--- config.mk ---
export PLATFORM = sky130hd
export DESIGN_NAME = bep_frame_sequencer_flat
export DESIGN_NICKNAME = d
export VERILOG_FILES = /design/src/rtl/bep_frame_sequencer_if.sv /design/src/rtl/bep_frame_sequencer.sv /design/src/flat_wrapper.sv
export SDC_FILE = /design/constraint.sdc
export NUM_CORES = 1
export LEC_CHECK = 0
export ABC_AREA = 1
export CORE_MARGIN = 10
export CORE_UTILIZATION = 45
export DETAILED_ROUTE_END_ITERATION = 10
export HOLD_SLACK_MARGIN = 0.06
export PLACE_DENSITY = 0.71
export SKIP_CTS_REPAIR_TIMING = 1
export SLEW_MARGIN = 20
export SYNTH_ARGS = -nofsm -noshare
export SYNTH_HDL_FRONTEND = slang
export SYNTH_SLANG_ARGS = --single-unit
export TNS_END_PERCENT = 100
--- constraint.sdc ---
create_clock -name clock -period 3 [get_ports clock]
set_clock_uncertainty 0.05 [all_clocks]
set_input_delay 0.3 -clock clock [delete_from_list [all_inputs] [get_ports clock]]
set_output_delay 0.3 -clock clock [all_outputs]
set_load 0.02 [all_outputs]
--- src/rtl/bep_frame_sequencer_if.sv ---
// Signal bundle between bep_frame_sequencer, the serial front end, the decoder and the frame consumer.
// The master modport is the sequencer's view of these signals.
interface bep_frame_sequencer_if #(
   parameter int unsigned CNT_W = 11
);
   logic             serial_clock_raw;
   logic             serial_data_raw;
   logic             decoder_valid;
   logic             shift_strobe;
   logic             shift_data;
   logic             decoder_clear;
   logic             frame_ready;
   logic             frame_ack;
   logic [CNT_W-1:0] bit_count;
   logic             err_timeout;
   logic             err_overflow;
   logic             err_overrun;
   logic [7:0]       frame_count;

   modport master (
      input  serial_clock_raw, serial_data_raw, decoder_valid, frame_ack,
      output shift_strobe, shift_data, decoder_clear, frame_ready, bit_count,
             err_timeout, err_overflow, err_overrun, frame_count
   );

   modport slave (
      output serial_clock_raw, serial_data_raw, decoder_valid, frame_ack,
      input  shift_strobe, shift_data, decoder_clear, frame_ready, bit_count,
             err_timeout, err_overflow, err_overrun, frame_count
   );
endinterface

--- src/rtl/bep_frame_sequencer.sv ---
// BEP frame capture sequencer: synchronises the serial lines, strobes the decoder and hands frames out.
// Optional FRAME_COUNTER_EN: count acknowledged frames on frame_count (tied to 0 otherwise).
module bep_frame_sequencer #(
   parameter int unsigned FRAME_BITS = 192,
   parameter int unsigned MAX_BITS   = 1024,
   parameter int unsigned GAP_CYCLES = 4096,
   parameter int unsigned CNT_W      = 11
) (
   input  logic                  clock,
   input  logic                  reset,
   bep_frame_sequencer_if.master bus
);
   localparam int unsigned GAP_W = $clog2(GAP_CYCLES);

   typedef enum logic [1:0] {
      S_FLUSH,
      S_IDLE,
      S_RECEIVE,
      S_HOLD
   } state_t;

   state_t           r_state;
   state_t           w_state_nxt;
   logic             r_sck_s1, r_sck_s2, r_sck_s3;
   logic             r_sd_s1, r_sd_s2;
   logic             w_edge;
   logic             r_shift_strobe, w_strobe_nxt;
   logic             r_shift_data;
   logic [CNT_W-1:0] r_bit_count, w_bit_cnt_nxt;
   logic [GAP_W-1:0] r_gap, w_gap_nxt;
   logic             r_err_timeout, r_err_overflow, r_err_overrun;
   logic             w_set_timeout, w_set_overflow, w_set_overrun;

   always_ff @(posedge clock or negedge reset) begin
      if (!reset) begin
         r_sck_s1 <= 1'b0;
         r_sck_s2 <= 1'b0;
         r_sck_s3 <= 1'b0;
         r_sd_s1  <= 1'b0;
         r_sd_s2  <= 1'b0;
      end else begin
         r_sck_s1 <= bus.serial_clock_raw;
         r_sck_s2 <= r_sck_s1;
         r_sck_s3 <= r_sck_s2;
         r_sd_s1  <= bus.serial_data_raw;
         r_sd_s2  <= r_sd_s1;
      end
   end

   assign w_edge = r_sck_s2 & ~r_sck_s3;

   always_ff @(posedge clock or negedge reset) begin
      if (!reset) begin
         r_state <= S_FLUSH;
      end else begin
         r_state <= w_state_nxt;
      end
   end

   // Exit checks outrank the edge; an edge coinciding with any exit is not shifted.
   always_comb begin
      w_state_nxt    = r_state;
      w_strobe_nxt   = 1'b0;
      w_bit_cnt_nxt  = r_bit_count;
      w_gap_nxt      = r_gap;
      w_set_timeout  = 1'b0;
      w_set_overflow = 1'b0;
      w_set_overrun  = 1'b0;
      case (r_state)
         S_FLUSH: begin
            w_bit_cnt_nxt = '0;
            w_gap_nxt     = '0;
            w_state_nxt   = S_IDLE;
         end
         S_IDLE: begin
            w_gap_nxt = '0;
            if (w_edge) begin
               w_strobe_nxt  = 1'b1;
               w_bit_cnt_nxt = CNT_W'(1);
               w_state_nxt   = S_RECEIVE;
            end
         end
         S_RECEIVE: begin
            if (bus.decoder_valid && (r_bit_count >= CNT_W'(FRAME_BITS))) begin
               w_set_overrun = w_edge;
               w_state_nxt   = S_HOLD;
            end else if (r_gap == GAP_W'(GAP_CYCLES - 1)) begin
               w_set_timeout = 1'b1;
               w_state_nxt   = S_FLUSH;
            end else if (r_bit_count == CNT_W'(MAX_BITS)) begin
               w_set_overflow = 1'b1;
               w_state_nxt    = S_FLUSH;
            end else if (w_edge && !bus.decoder_valid) begin
               w_strobe_nxt  = 1'b1;
               w_bit_cnt_nxt = r_bit_count + 1'b1;
               w_gap_nxt     = '0;
            end else begin
               w_gap_nxt = r_gap + 1'b1;
            end
         end
         S_HOLD: begin
            w_set_overrun = w_edge;
            if (bus.frame_ack) begin
               w_state_nxt = S_FLUSH;
            end
         end
         default: w_state_nxt = S_FLUSH;
      endcase
   end

   always_ff @(posedge clock or negedge reset) begin
      if (!reset) begin
         r_shift_strobe <= 1'b0;
         r_shift_data   <= 1'b0;
         r_bit_count    <= '0;
         r_gap          <= '0;
         r_err_timeout  <= 1'b0;
         r_err_overflow <= 1'b0;
         r_err_overrun  <= 1'b0;
      end else begin
         r_shift_strobe <= w_strobe_nxt;
         if (w_strobe_nxt) begin
            r_shift_data <= r_sd_s2;
         end
         r_bit_count    <= w_bit_cnt_nxt;
         r_gap          <= w_gap_nxt;
         r_err_timeout  <= r_err_timeout  | w_set_timeout;
         r_err_overflow <= r_err_overflow | w_set_overflow;
         r_err_overrun  <= r_err_overrun  | w_set_overrun;
      end
   end

   assign bus.shift_strobe  = r_shift_strobe;
   assign bus.shift_data    = r_shift_data;
   assign bus.decoder_clear = (r_state == S_FLUSH);
   assign bus.frame_ready   = (r_state == S_HOLD);
   assign bus.bit_count     = r_bit_count;
   assign bus.err_timeout   = r_err_timeout;
   assign bus.err_overflow  = r_err_overflow;
   assign bus.err_overrun   = r_err_overrun;

`ifdef FRAME_COUNTER_EN
   logic [7:0] r_frame_count;

   always_ff @(posedge clock or negedge reset) begin
      if (!reset) begin
         r_frame_count <= '0;
      end else if ((r_state == S_HOLD) && bus.frame_ack) begin
         r_frame_count <= r_frame_count + 1'b1;
      end
   end

   assign bus.frame_count = r_frame_count;
`else
   assign bus.frame_count = '0;
`endif

endmodule

--- src/flat_wrapper.sv ---
// flat-port wrapper written by rule: the top's interface ports become plain ports
module bep_frame_sequencer_flat 
#(
   parameter int unsigned FRAME_BITS = 192,
   parameter int unsigned MAX_BITS   = 1024,
   parameter int unsigned GAP_CYCLES = 4096,
   parameter int unsigned CNT_W      = 11
)
  (clock, reset, bus_serial_clock_raw, bus_serial_data_raw, bus_decoder_valid, bus_frame_ack, bus_shift_strobe, bus_shift_data, bus_decoder_clear, bus_frame_ready, bus_bit_count, bus_err_timeout, bus_err_overflow, bus_err_overrun, bus_frame_count);
  bep_frame_sequencer_if #(.CNT_W(CNT_W)) bus_i ();
  input  logic clock;
  input  logic reset;
  input wire logic [$bits(bus_i.serial_clock_raw)-1:0] bus_serial_clock_raw;
  input wire logic [$bits(bus_i.serial_data_raw)-1:0] bus_serial_data_raw;
  input wire logic [$bits(bus_i.decoder_valid)-1:0] bus_decoder_valid;
  input wire logic [$bits(bus_i.frame_ack)-1:0] bus_frame_ack;
  output wire logic [$bits(bus_i.shift_strobe)-1:0] bus_shift_strobe;
  output wire logic [$bits(bus_i.shift_data)-1:0] bus_shift_data;
  output wire logic [$bits(bus_i.decoder_clear)-1:0] bus_decoder_clear;
  output wire logic [$bits(bus_i.frame_ready)-1:0] bus_frame_ready;
  output wire logic [$bits(bus_i.bit_count)-1:0] bus_bit_count;
  output wire logic [$bits(bus_i.err_timeout)-1:0] bus_err_timeout;
  output wire logic [$bits(bus_i.err_overflow)-1:0] bus_err_overflow;
  output wire logic [$bits(bus_i.err_overrun)-1:0] bus_err_overrun;
  output wire logic [$bits(bus_i.frame_count)-1:0] bus_frame_count;
  assign bus_i.serial_clock_raw = bus_serial_clock_raw;
  assign bus_i.serial_data_raw = bus_serial_data_raw;
  assign bus_i.decoder_valid = bus_decoder_valid;
  assign bus_i.frame_ack = bus_frame_ack;
  assign bus_shift_strobe = bus_i.shift_strobe;
  assign bus_shift_data = bus_i.shift_data;
  assign bus_decoder_clear = bus_i.decoder_clear;
  assign bus_frame_ready = bus_i.frame_ready;
  assign bus_bit_count = bus_i.bit_count;
  assign bus_err_timeout = bus_i.err_timeout;
  assign bus_err_overflow = bus_i.err_overflow;
  assign bus_err_overrun = bus_i.err_overrun;
  assign bus_frame_count = bus_i.frame_count;
  bep_frame_sequencer #(.FRAME_BITS(FRAME_BITS), .MAX_BITS(MAX_BITS), .GAP_CYCLES(GAP_CYCLES), .CNT_W(CNT_W)) u_core (.clock(clock), .reset(reset), .bus(bus_i));
endmodule
After elaboration in Yosys (flattened, before gate mapping)
Index checks and enable logic that the tools add are counted.
W data, S select, Z words.

storage, ports and cells
  bits in registers = 35
  bits of input ports = 6
  output and inout bits = 26
  word-level logic and storage cells = 75

operators by class
  add/subtract/negate cells = 2
  $lt $le $gt $ge = 1
  equality and inequality tests = 12
  mux-type cells = 32
  bitwise operators = 5
  reduce and logical (&&, ||, !) cells = 10

operator list
  kind                     count
  $mux W11                 5
  $mux W12                 4
  $pmux W11 S3             1
  $pmux W12 S2             1
  $mux W1                  13
  $add A12 B1 Y12 const B  1
  $eq A12 B12 Y1 const B   1
  $add A11 B1 Y11 const B  1
  $eq A11 B11 Y1 const B   1
  $ge A11 B8 Y1 const B    1
  $mux W2                  5
  $ne A2 B2 Y1 const B     4
  $pmux W2 S4              1
  $reduce_and A6 Y1        1
  $eq A2 B2 Y1 const B     2
  $ne A2 B1 Y1 const B     2
  $ne A4 B1 Y1 const B     1
  $pmux W1 S2              2
  $reduce_and A4 Y1        1
  $or A1 B1 Y1             3
  $reduce_and A3 Y1        1
  $reduce_bool A3 Y1       1
  $eq A2 B1 Y1 const B     1
  $logic_and A1 B1 Y1      2
  other kinds (6)          6

Longest topological paths before layout
Gate-level depths: netlist of run 1.

  word-level depth = 8
  gate-level depth with buffers = 11
  depth with buffers taken out = 10

Worst setup path before layout of run 1
OpenSTA, ideal clock, no wires.

  path type = register to register
  start = reg u_core.r_state[0]
  end = reg u_core.r_bit_count[8] (netlist: u_core.bus.bit_count[8])
  library setup time = 118 ps
  arrival = 1432 ps
  required time = 2832 ps
  path slack = 1400 ps
  cell stages (with the launch flop) = 11
  buffers on the path = 2
  period minus slack after synthesis = 1600 ps
  cell sequence = dfrtp_1 > inv_1 > ha_1 > buf_4 > nand3_2 > nand2_1 > nor2_1 > nand3_2 > buf_6 > nand2_1 > nand2_1

on the way
  cells in the longest elaborated chain, start to end = 3
  elaborated cells on any way between the ends = 11
  classes of those cells = eq/ne: 7; mux: 1; reduce/logical: 3

RTL lines
  item                                                   RTL line                    text
  start, declared                                        bep_frame_sequencer.sv:22   state_t r_state;
  start signal, assigned                                 bep_frame_sequencer.sv:56   r_state <= w_state_nxt;
  $eq A2 B2 Y1 (tied with other cells)                   bep_frame_sequencer.sv:69   case (r_state)
  $ne A2 B1 Y1 (no source line) (tied with other cells)  n/a
  $reduce_and A6 Y1 (no source line)                     n/a
  end signal, assigned                                   bep_frame_sequencer.sv:125  r_bit_count <= w_bit_cnt_nxt;
  end, declared                                          bep_frame_sequencer.sv:29   logic [CNT_W-1:0] r_bit_count, w_bit_cnt_nxt;

Several ways; a longest one is shown, not always the timed one.
A chain may end at the register's enable or synchronous reset.

Worst setup path in the final report of run 1
  start = reg u_core.r_state[0]
  end = reg u_core.r_gap[11]

on the way
  cells in the longest elaborated chain, start to end = 4
  elaborated cells on any way between the ends = 10
  classes of those cells = eq/ne: 5; mux: 1; reduce/logical: 4

RTL lines
  item                                              RTL line                    text
  $eq A2 B1 Y1 or $logic_not A2 Y1 (tied branches)  bep_frame_sequencer.sv:69
  $reduce_or A2 Y1 (no source line)                 n/a
  $reduce_bool A2 Y1 (no source line)               n/a
  $reduce_and A4 Y1 (no source line)                n/a
  end signal, assigned                              bep_frame_sequencer.sv:126  r_gap <= w_gap_nxt;
  end, declared                                     bep_frame_sequencer.sv:30   logic [GAP_W-1:0] r_gap, w_gap_nxt;

Several ways; a longest one is shown, not always the timed one.

==> run summary, run 1 <==
========================================================================================================
Number of I/O pins                                                                                    32
Number of flip-flops in the largest register                                                          12
Design Area, Final                                                                          0.002719 sq mm
Proportion of netlist area held by the largest area contributor                                   36.76%
H-tree level count                                                                                     2
Period utilization                                                                                76.09%
Core ar.                                                                                    0.005107 sq mm
Maximum fanout along the worst path                                                                   19
Count of standard-cell rows                                                                           26
Number of global-route vias before repair                                                           2067
Pin count of the biggest net entering global routing                                                  36
Worst relative slew slack                                                                         47.29%
Cell leakage power                                                                           0.001373 uW
Seq/Total Area, Yosys                                                                             36.76%
Number of standard cells after synthesis                                                             325
Routed len/inst                                                                                 12.42 um
Initial antenna violation count                                                                        0
Ratio of cells with drive above 1 in the final layout                                             13.71%
Post-DR vias/cell                                                                                  4.898
CTS root buf                                                                                sky130_fd_sc_hd__clkbuf_8
Number of input and output port buffers inserted                                                      23
Hold crit path type                                                                         primary input to async pin
Multi-input gate area                                                                       0.001267 sq mm
Warnings from Yosys                                                                                    0
Final Wtd Congestion                                                                              0.7926
Maximum Capacitance Violations                                                                         0
Netlist cell types                                                                                    32
Ys flop type                                                                                sky130_fd_sc_hd__dfrtp_1
Synthesis-to-finish area growth                                                                   14.13%
Min Tclk post-route                                                                             2.283 ns
Final setup violation count                                                                            0
Run status                                                                                  complete, no violations
Final worst-path setup slack                                                                   0.7173 ns
Starting Density                                                                                  46.64%
Synth area leaders                                                                          sky130_fd_sc_hd__dfrtp_1 (37%), sky130_fd_sc_hd__nand2_1 (15%), sky130_fd_sc_hd__nand3_1 (7.6%)
Hold Fails Final Rpt                                                                                   0
Number of synthesized register bits                                                                   35
Power consumption                                                                                1645 uW
Filler cell count in the final layout                                                                504
Type of element capturing the critical path                                                    flip-flop
Worst ir drop on vdd                                                                            591.1 uV
P per Cell Area                                                                             604.9 mW/mm^2
Global-route congestion overflow total                                                                 0
Number of enable-type register cells in the synthesized netlist                                        0
Clock tree from TritonCTS                                                                          built
Clock sink count                                                                                      35
Die height                                                                                      92.76 um
Nature of the critical path startpoint                                                         flip-flop
Dpl ws                                                                                         0.7399 ns
Unrepaired setup endpoints after global routing                                                    false
Number of remaining DRC errors                                                                         0
Maximum count of clock buffers along a single path                                                     2
Placement Cell Area                                                                         0.002619 sq mm
Detailed Route WL                                                                                5215 um
FFs w/ async S/R, synth                                                                           100.0%
Leading cell type by number of instances after synthesis                                    sky130_fd_sc_hd__nand2_1
Startpoint-to-endpoint class of the critical path                                           flip-flop to flip-flop
Number of iterations in the first detailed-routing pass                                                4
Post-CTS clock slew at the launch and capture registers of the worst setup and hold paths        0.07 ns
Total half-perimeter wirelength after legalization and detailed placement                        3822 um
Setup TNS after final layout                                                                        0 ns
Transition time of the tightest slew-check pin                                                 0.7906 ns
Cell Area, Synth                                                                            0.002382 sq mm
WP data arrival                                                                                  2.42 ns
Max-slew violation count                                                                               0
Antenna Diode Count                                                                                    0
Total number of nets in the final design                                                             362
Crit path required time                                                                          3.14 ns
Commonest cells post-synth                                                                  sky130_fd_sc_hd__nand2_1 (95), sky130_fd_sc_hd__inv_1 (37), sky130_fd_sc_hd__nand3_1 (36), sky130_fd_sc_hd__dfrtp_1 (35), sky130_fd_sc_hd__nor2_1 (35)
Global router's overall resource usage                                                            13.00%
Number of nets with antenna violations after routing                                                   0
Vias post-DR                                                                                        2057
Peak clock frequency supported by timing                                                      0.4381 GHz
Average footprint of a synthesized cell                                                      7.330 sq um
Global-route wire length before repair                                                           9259 um
Area taken by flip-flops and latches                                                         875.8 sq um
Total die area                                                                              0.008604 sq mm
Top reg by flops                                                                            u_core.r_gap
Clock network latency to the later pin of the worst-skew pair                                    0.29 ns
Initial DRC Count                                                                                    183
Number of buffers inserted during clock tree synthesis                                                 5
Die extent in x                                                                                 92.76 um
Cell accounting for the most synthesized area                                               sky130_fd_sc_hd__dfrtp_1
========================================================================================================
[report_power, final]
| group | internal (uW) | switching [uW] | leakage (uW) |
|---|---|---|---|
| sequential | 516 | 48.4 | 0.000463 |
| clock | 210 | 172 | 0.0000515 |
| combinational | 213 | 486 | 0.000859 |
| total | 939 | 706 | 0.00137 |
[layer usage]
metal | wire length [um] | vias to the layer above | share of wire (%) | global-route usage [%]
met3 | 352 | 5 | 6.7 | 3.874
li1 | - | 1056 | - | -
met5 | 0 | - | 0 | 0
met1 | 2394 | 950 | 46 | 16.51
met2 | 2407 | 46 | 46 | 20.21
met4 | 61 | 0 | 1.2 | 5.013
[kinds of logic (layout without fill, tap and decap cells)]
kind of cell | after synthesis | in the layout | synth area share (%)
xor+xnor | 1 | 1 | 0.3677
compound gates | 15 | 15 | 4.464
buf+inv | 55 | 73 | 11.13
simple gates | 211 | 211 | 43.43
flops | 35 | 35 | 36.76
fa+ha+maj | 7 | 7 | 3.676
other cells | 1 | 8 | 0.1574
[layout make-up]
type / instances / area share [%]
clock buffer: 8 / 3.682
inverter: 41 / 5.706
multi-input combinational: 242 / 46.62
sequential: 35 / 32.21
tap: 70 / 3.221
timing repair buffer: 24 / 8.560
[through the flow]
step / hold WS [ns] / instances / util, %
global route: 0.1204 / 420 / 53.23
CTS: 0.07359 / 420 / 53.23
global placement: 0.2859 / 412 / 51.27
detailed placement: 0.2950 / 412 / 51.27
finish: 0.03811 / 420 / 53.23
floorplan: -0.04559 / 332 / -
[final timing paths]
check / to / from / slack [ns] / cells after the start
worst max-delay path: u_core.r_gap[11] / u_core.r_state[0] / 0.72 / 10
worst min-delay path: u_core.r_gap[10] / reset / 0.04 / 1
worst max register to register: u_core.r_gap[11] / u_core.r_state[0] / 0.72 / 10
worst min register to register: u_core.r_sd_s2 / u_core.r_sd_s1 / 0.31 / 0
max in group asynchronous: u_core.bus.bit_count[5] / reset / 2.36 / 1
min in group clock: u_core.r_sd_s2 / u_core.r_sd_s1 / 0.31 / 0
[cell usage in the layout (no fill, tap or decap), types with 2 or more instances in the layout]
cell,Yosys,final
sky130_fd_sc_hd__a21o_1,3,3
sky130_fd_sc_hd__clkbuf_8,0,7
sky130_fd_sc_hd__clkdlybuf4s50_1,0,22
sky130_fd_sc_hd__conb_1,1,8
sky130_fd_sc_hd__dfrtp_1,35,35
sky130_fd_sc_hd__ha_1,7,7
sky130_fd_sc_hd__inv_1,37,37
sky130_fd_sc_hd__inv_2,2,2
sky130_fd_sc_hd__nand2_1,95,95
sky130_fd_sc_hd__nand2_2,15,15
sky130_fd_sc_hd__nand2_4,3,3
sky130_fd_sc_hd__nand3_1,36,36
sky130_fd_sc_hd__nand3_2,5,5
sky130_fd_sc_hd__nand4_1,7,7
sky130_fd_sc_hd__nor2_1,35,35
sky130_fd_sc_hd__nor2_2,3,3
sky130_fd_sc_hd__nor2_4,2,2
sky130_fd_sc_hd__nor2_8,2,2
sky130_fd_sc_hd__nor4_1,5,5
sky130_fd_sc_hd__o21ai_0,4,4
sky130_fd_sc_hd__o21ai_2,4,4
sky130_fd_sc_hd__o21bai_1,2,2
[critical path, cell delays in order, from the launching register on]
cell                      delay [ns]
sky130_fd_sc_hd__dfrtp_1        0.43
sky130_fd_sc_hd__inv_1          0.10
sky130_fd_sc_hd__ha_1           0.55
sky130_fd_sc_hd__inv_1          0.08
sky130_fd_sc_hd__buf_4          0.21
sky130_fd_sc_hd__nand3_1        0.12
sky130_fd_sc_hd__nand2_4        0.08
sky130_fd_sc_hd__nor2_8         0.29
sky130_fd_sc_hd__inv_2          0.11
sky130_fd_sc_hd__nand2_1        0.08
sky130_fd_sc_hd__nand2_1        0.05
(Power assumes the default switching activity.)
==> run 2: changes to the inputs <==
==> constraint.sdc (replaced) <==
create_clock -name clock -period 2.19 [get_ports clock]
set_clock_uncertainty 0.05 [all_clocks]
set_input_delay 0.219 -clock clock [delete_from_list [all_inputs] [get_ports clock]]
set_output_delay 0.219 -clock clock [all_outputs]
set_load 0.02 [all_outputs]
==> run summary, run 2 (synthesis results as in run 1) <==
========================================================================================================
Run status                                                                                  complete, no violations
Die height                                                                                      92.76 um   unchanged
Count of standard-cell rows                                                                           26   unchanged
Crit path required time                                                                          2.36 ns   -0.78 ns
Cell depth of the worst hold path                                                                      0
Source of the worst register-to-register timing path                                        u_core.r_state[0]
Global router's overall resource usage                                                            12.91%   -0.087 points
Die extent in x                                                                                 92.76 um   unchanged
Period utilization                                                                                90.04%   +14 points
Max-slew violation count                                                                               0   unchanged
Filler cell count in the final layout                                                                519   +3.0%
Peak clock frequency supported by timing                                                      0.5072 GHz   +16%
Power consumption                                                                                2342 uW   +42%
Cell leakage power                                                                           0.001403 uW   +2.2%
Number of non-filler instances in the completed layout                                               424   +0.95%
Worst ir drop on vdd                                                                            823.7 uV   +39%
Commonest non-fill, non-tap cell in the layout                                              sky130_fd_sc_hd__nand2_1
Final setup violation count                                                                            0   unchanged
Start point of the worst hold path                                                          u_core.r_sck_s1
Number of flip-flops in the largest register                                                          12   unchanged
Pin count of the biggest net entering global routing                                                  36   unchanged
Worst reg2reg path depth                                                                               8   -2
Top reg by flops                                                                            u_core.r_gap
Clock network latency to the later pin of the worst-skew pair                                    0.28 ns   about the same
Maximum fanout along the worst path                                                                   11   -8
Core ar.                                                                                    0.005107 sq mm   unchanged
Maximum Capacitance Violations                                                                         0   unchanged
Number of remaining DRC errors                                                                         0   unchanged
Setup TNS after final layout                                                                        0 ns   unchanged
Number of global-route vias before repair                                                           2046   -1.0%
Number of iterations in the first detailed-routing pass                                                4   unchanged
Number of input and output port buffers inserted                                                      23   unchanged
Post-CTS clock slew at the launch and capture registers of the worst setup and hold paths        0.07 ns   about the same
Unrepaired setup endpoints after global routing                                                    false
Startpoint-to-endpoint class of the critical path                                           flip-flop to flip-flop
Initial DRC Count                                                                                     83   -55%
Total die area                                                                              0.008604 sq mm   unchanged
Hold crit path type                                                                         flip-flop to flip-flop
Total half-perimeter wirelength after legalization and detailed placement                        3910 um   +2.3%
Ratio of cells with drive above 1 in the final layout                                             14.69%   +0.97 points
Starting Density                                                                                  46.64%   unchanged
Clock sink count                                                                                      35   unchanged
Worst relative slew slack                                                                         47.55%   +0.26 points
Vias post-DR                                                                                        2085   +1.4%
Final Util                                                                                        54.21%   +0.98 points
Transition time of the tightest slew-check pin                                                 0.7867 ns   -0.003901 ns
Number of buffers inserted during clock tree synthesis                                                 5   unchanged
Number of I/O pins                                                                                    32   unchanged
Final Wtd Congestion                                                                              0.7905   -0.26%
Commonest non-fill, non-tap cells in the layout                                             sky130_fd_sc_hd__nand2_1 (95), sky130_fd_sc_hd__inv_1 (37), sky130_fd_sc_hd__nand3_1 (36)
Startpoint of the most critical setup path                                                  u_core.r_state[0]
Post-DR vias/cell                                                                                  4.917   +0.40%
Routed len/inst                                                                                 12.28 um   -1.1%
P per Cell Area                                                                             845.8 mW/mm^2   +40%
Number of nets with antenna violations after routing                                                   0   unchanged
Maximum count of clock buffers along a single path                                                     2   unchanged
CTS root buf                                                                                sky130_fd_sc_hd__clkbuf_8
WP data arrival                                                                                  2.14 ns   -0.28 ns
Total number of nets in the final design                                                             366   +1.1%
Initial antenna violation count                                                                        0   unchanged
H-tree level count                                                                                     2   unchanged
Clock tree from TritonCTS                                                                          built
Type of element capturing the critical path                                                    flip-flop
Detailed Route WL                                                                                5206 um   -0.17%
Hold slack final                                                                               0.3027 ns   +0.2646 ns
Min Tclk post-route                                                                             1.972 ns   -0.3110 ns
Nature of the critical path startpoint                                                         flip-flop
Placed cell count                                                                                    415   +0.73%
Global-route congestion overflow total                                                                 0   unchanged
Hold Fails Final Rpt                                                                                   0   unchanged
Antenna Diode Count                                                                                    0   unchanged
Global-route wire length before repair                                                           9156 um   -1.1%
Synthesis-to-finish area growth                                                                   16.23%
========================================================================================================
run 2: worst paths after layout:
kind                            slack, ns                       end
worst max register to register       0.22  u_core.bus.bit_count[10]
worst max-delay path                 0.22  u_core.bus.bit_count[10]
max in group asynchronous            1.09           u_core.r_gap[0]
worst min register to register       0.30           u_core.r_sck_s2
worst min-delay path                 0.30           u_core.r_sck_s2
min in group asynchronous            0.50           u_core.r_gap[6]
run 2: metrics by stage:
stage	area (sq um)	setup slack [ns]
after detailed placement	2641	0.1682
after global placement	2641	0.1859
after global routing	2769	0.04308
after CTS	2759	0.1953
final	2769	0.2182
after floorplan	2409	0.5902
run 2: layer usage:
layer / wire length, um / share of wire, % / vias to the layer above / global-route usage (%)
met5: 0 / 0 / - / 0
met4: 85 / 1.6 / 0 / 5.013
met3: 253 / 4.9 / 6 / 4.036
met2: 2506 / 48 / 39 / 21.14
met1: 2361 / 45 / 975 / 15.41
li1: - / - / 1065 / -
run 2: where the power goes:
part / internal [uW] / switching (uW) / leakage, uW
Combinational: 307 / 678 / 0.000879
Clock: 368 / 230 / 0.0000612
Sequential: 707 / 50.9 / 0.000463
Total: 1380 / 959 / 0.00140
run 2: cell type report:
| class | count | area, sq um | share of cell area, % |
|---|---|---|---|
| sequential | 35 | 875.8 | 31.63 |
| multi-input combinational | 242 | 1267 | 45.78 |
| timing repair buffer | 28 | 265.3 | 9.580 |
| clock inverter | 2 | 35.03 | 1.265 |
| inverter | 41 | 155.1 | 5.603 |
| clock buffer | 6 | 82.58 | 2.982 |
| tap | 70 | 87.58 | 3.163 |
run 2: critical path: stages, from the launching register on:
cell and delay [ns]:
sky130_fd_sc_hd__dfrtp_1 0.42, sky130_fd_sc_hd__inv_1 0.08, sky130_fd_sc_hd__ha_1 0.19, sky130_fd_sc_hd__buf_4 0.19, sky130_fd_sc_hd__nand3_2 0.14, sky130_fd_sc_hd__nand4_1 0.11, sky130_fd_sc_hd__nor2_2 0.52, sky130_fd_sc_hd__nand2_1 0.11
sky130_fd_sc_hd__nand2_1 0.08
==> run 3: changes to the inputs <==
--- a/config.mk
+++ b/config.mk
@@ -6,10 +6,10 @@
 export NUM_CORES = 1
 export LEC_CHECK = 0
 export ABC_AREA = 1
+export CAP_MARGIN = 20
 export CORE_MARGIN = 10
 export CORE_UTILIZATION = 45
 export DETAILED_ROUTE_END_ITERATION = 10
-export HOLD_SLACK_MARGIN = 0.06
 export PLACE_DENSITY = 0.71
 export SKIP_CTS_REPAIR_TIMING = 1
 export SLEW_MARGIN = 20
==> run summary, run 3 (synthesis results as in run 1) <==
========================================================================================================
Maximum Capacitance Violations                                                                         0   unchanged
Post-CTS clock slew at the launch and capture registers of the worst setup and hold paths        0.07 ns   about the same
Hold Fails Final Rpt                                                                                  35   +35
Nature of the critical path startpoint                                                         flip-flop
Antenna Diode Count                                                                                    0   unchanged
Source of the worst register-to-register timing path                                        u_core.r_state[0]
Hold slack final                                                                             -0.03498 ns   -0.3377 ns
Final Util                                                                                        54.02%   -0.20 points
Type of element capturing the critical path                                                    flip-flop
Total die area                                                                              0.008604 sq mm   unchanged
Sequential power share                                                                             32.4%   about the same
Maximum fanout along the worst path                                                                   11   unchanged
Initial DRC Count                                                                                     96   +16%
Detailed Route WL                                                                                5194 um   -0.23%
H-tree level count                                                                                     2   unchanged
Period utilization                                                                                89.22%   -0.82 points
Share of total power in combinational logic                                                        42.0%   about the same
Total half-perimeter wirelength after legalization and detailed placement                        3910 um   unchanged
Commonest non-fill, non-tap cell in the layout                                              sky130_fd_sc_hd__nand2_1
Die height                                                                                      92.76 um   unchanged
Peak clock frequency supported by timing                                                      0.5118 GHz   +0.92%
Number of iterations in the first detailed-routing pass                                                4   unchanged
Worst reg2reg endpoint                                                                      u_core.bus.bit_count[10]
Worst relative slew slack                                                                         47.47%   -0.088 points
Number of global-route vias before repair                                                           2046   unchanged
Clock network fraction of total power                                                              25.6%   about the same
Max-slew violation count                                                                               0   unchanged
Worst ir drop on vdd                                                                            824.2 uV   about the same
Pin count of the biggest net entering global routing                                                  36   unchanged
Final Wtd Congestion                                                                              0.7905   unchanged
Commonest non-fill, non-tap cells in the layout                                             sky130_fd_sc_hd__nand2_1 (95), sky130_fd_sc_hd__inv_1 (37), sky130_fd_sc_hd__nand3_1 (36)
Maximum count of clock buffers along a single path                                                     2   unchanged
Routed len/inst                                                                                 12.28 um   about the same
Final setup violation count                                                                            0   unchanged
Global-route wire length before repair                                                           9156 um   unchanged
Clock network latency to the later pin of the worst-skew pair                                    0.28 ns   about the same
Setup TNS after final layout                                                                        0 ns   unchanged
Run status                                                                                  finished, violations left
Clock tree from TritonCTS                                                                          built
Number of nets with antenna violations after routing                                                   0   unchanged
Global-route congestion overflow total                                                                 0   unchanged
Number of remaining DRC errors                                                                         0   unchanged
Cell internal power dissipation                                                                  1382 uW   about the same
Violations in the final reports                                                              hold timing
WP data arrival                                                                                  2.13 ns   about the same
Core ar.                                                                                    0.005107 sq mm   unchanged
Starting Density                                                                                  46.64%   unchanged
Count of standard-cell rows                                                                           26   unchanged
Cell leakage power                                                                           0.001399 uW   -0.30%
Worst reg2reg path depth                                                                               8   unchanged
Number of input and output port buffers inserted                                                      23   unchanged
Crit path required time                                                                          2.36 ns   about the same
Vias post-DR                                                                                        2077   -0.38%
Setup slack of the worst register-to-register path                                               0.24 ns   +0.02 ns
CTS root buf                                                                                sky130_fd_sc_hd__clkbuf_8
Startpoint-to-endpoint class of the critical path                                           flip-flop to flip-flop
Synthesis-to-finish area growth                                                                   15.81%
Initial antenna violation count                                                                        0   unchanged
Unrepaired setup endpoints after global routing                                                    false
Min Tclk post-route                                                                             1.954 ns   -0.01791 ns
Clock sink count                                                                                      35   unchanged
Post-DR vias/cell                                                                                  4.910   -0.15%
Number of I/O pins                                                                                    32   unchanged
Hold crit path type                                                                         primary input to async pin
Switch share                                                                                      40.88%   -0.063 points
Global router's overall resource usage                                                            12.91%   unchanged
Transition time of the tightest slew-check pin                                                 0.7880 ns   +0.001317 ns
Switch Pwr                                                                                      955.5 uW   -0.34%
Number of flip-flops in the largest register                                                          12   unchanged
Die extent in x                                                                                 92.76 um   unchanged
Top reg by flops                                                                            u_core.r_gap
Ratio of cells with drive above 1 in the final layout                                             14.73%   +0.042 points
Total number of nets in the final design                                                             365   -0.27%
P per Cell Area                                                                             847.3 mW/mm^2   +0.17%
Number of buffers inserted during clock tree synthesis                                                 5   unchanged
========================================================================================================
-- run 3: changes by cell type in the layout (fill, tap and decap cells not counted) --
cell	previous run	this run
sky130_fd_sc_hd__dlygate4sd3_1	1	0
-- run 3: power groups by stage --
stage	Sequential, uW	Combinational (uW)	Clock, uW
floorplan	804	754	0
CTS	758	997	611
detailed placement	770	992	0
finish	758	981	599
global placement	767	990	0
global route	767	1100	651
-- run 3: critical path, stage by stage, from the launching register on --
cell,delay [ns]
sky130_fd_sc_hd__dfrtp_1,0.42
sky130_fd_sc_hd__inv_1,0.08
sky130_fd_sc_hd__ha_1,0.19
sky130_fd_sc_hd__buf_4,0.19
sky130_fd_sc_hd__nand3_2,0.14
sky130_fd_sc_hd__nand4_1,0.11
sky130_fd_sc_hd__nor2_2,0.51
sky130_fd_sc_hd__nand2_1,0.11
sky130_fd_sc_hd__nand2_1,0.08
-- run 3: metal layers --
metal	GRT usage, %	up-vias	part of all wire (%)
met5	0	-	0
met4	5.013	0	1.7
li1	-	1062	-
met1	15.41	966	44
met3	4.036	6	5.2
met2	21.14	43	49
-- run 3: cell type report --
cell class | count | area (sq um)
Clock buffer | 6 | 82.58
Sequential cell | 35 | 875.8
Timing Repair Buffer | 27 | 255.2
Clock inverter | 2 | 35.03
Fill cell | 520 | 2349
Tap cell | 70 | 87.58
Inverter | 41 | 155.1
Multi-Input combinational cell | 242 | 1267
-- run 3: how the worst max path moves through the flow --
stage	from	end	slack (ns)	cells past startpoint
2_1_floorplan	u_core.r_state[0]	u_core.bus.bit_count[8]	0.59	10
3_3_place_gp	bus_decoder_valid	u_core.bus.bit_count[10]	0.19	8
3_5_place_dp	bus_decoder_valid	u_core.bus.bit_count[10]	0.17	8
4_1_cts	u_core.r_state[0]	u_core.bus.bit_count[10]	0.20	8
5_1_grt	u_core.r_state[0]	u_core.bus.bit_count[2]	0.04	8
6_report	u_core.r_state[0]	u_core.bus.bit_count[10]	0.24	8
-- run 3: per-stage QoR --
stage          cell area [sq um]  total power, uW  hold WS (ns)  instances  setup slack [ns]
3_3_place_gp                2641             1757        0.2830        415            0.1859
6_report                    2759             2338      -0.03498        423            0.2361
5_1_grt                     2759             2523       0.03158        423           0.04308
4_1_cts                     2759             2366    -0.0002368        423            0.1953
3_5_place_dp                2641             1762        0.2904        415            0.1682
2_1_floorplan               2409             1558       -0.1266        332            0.5902
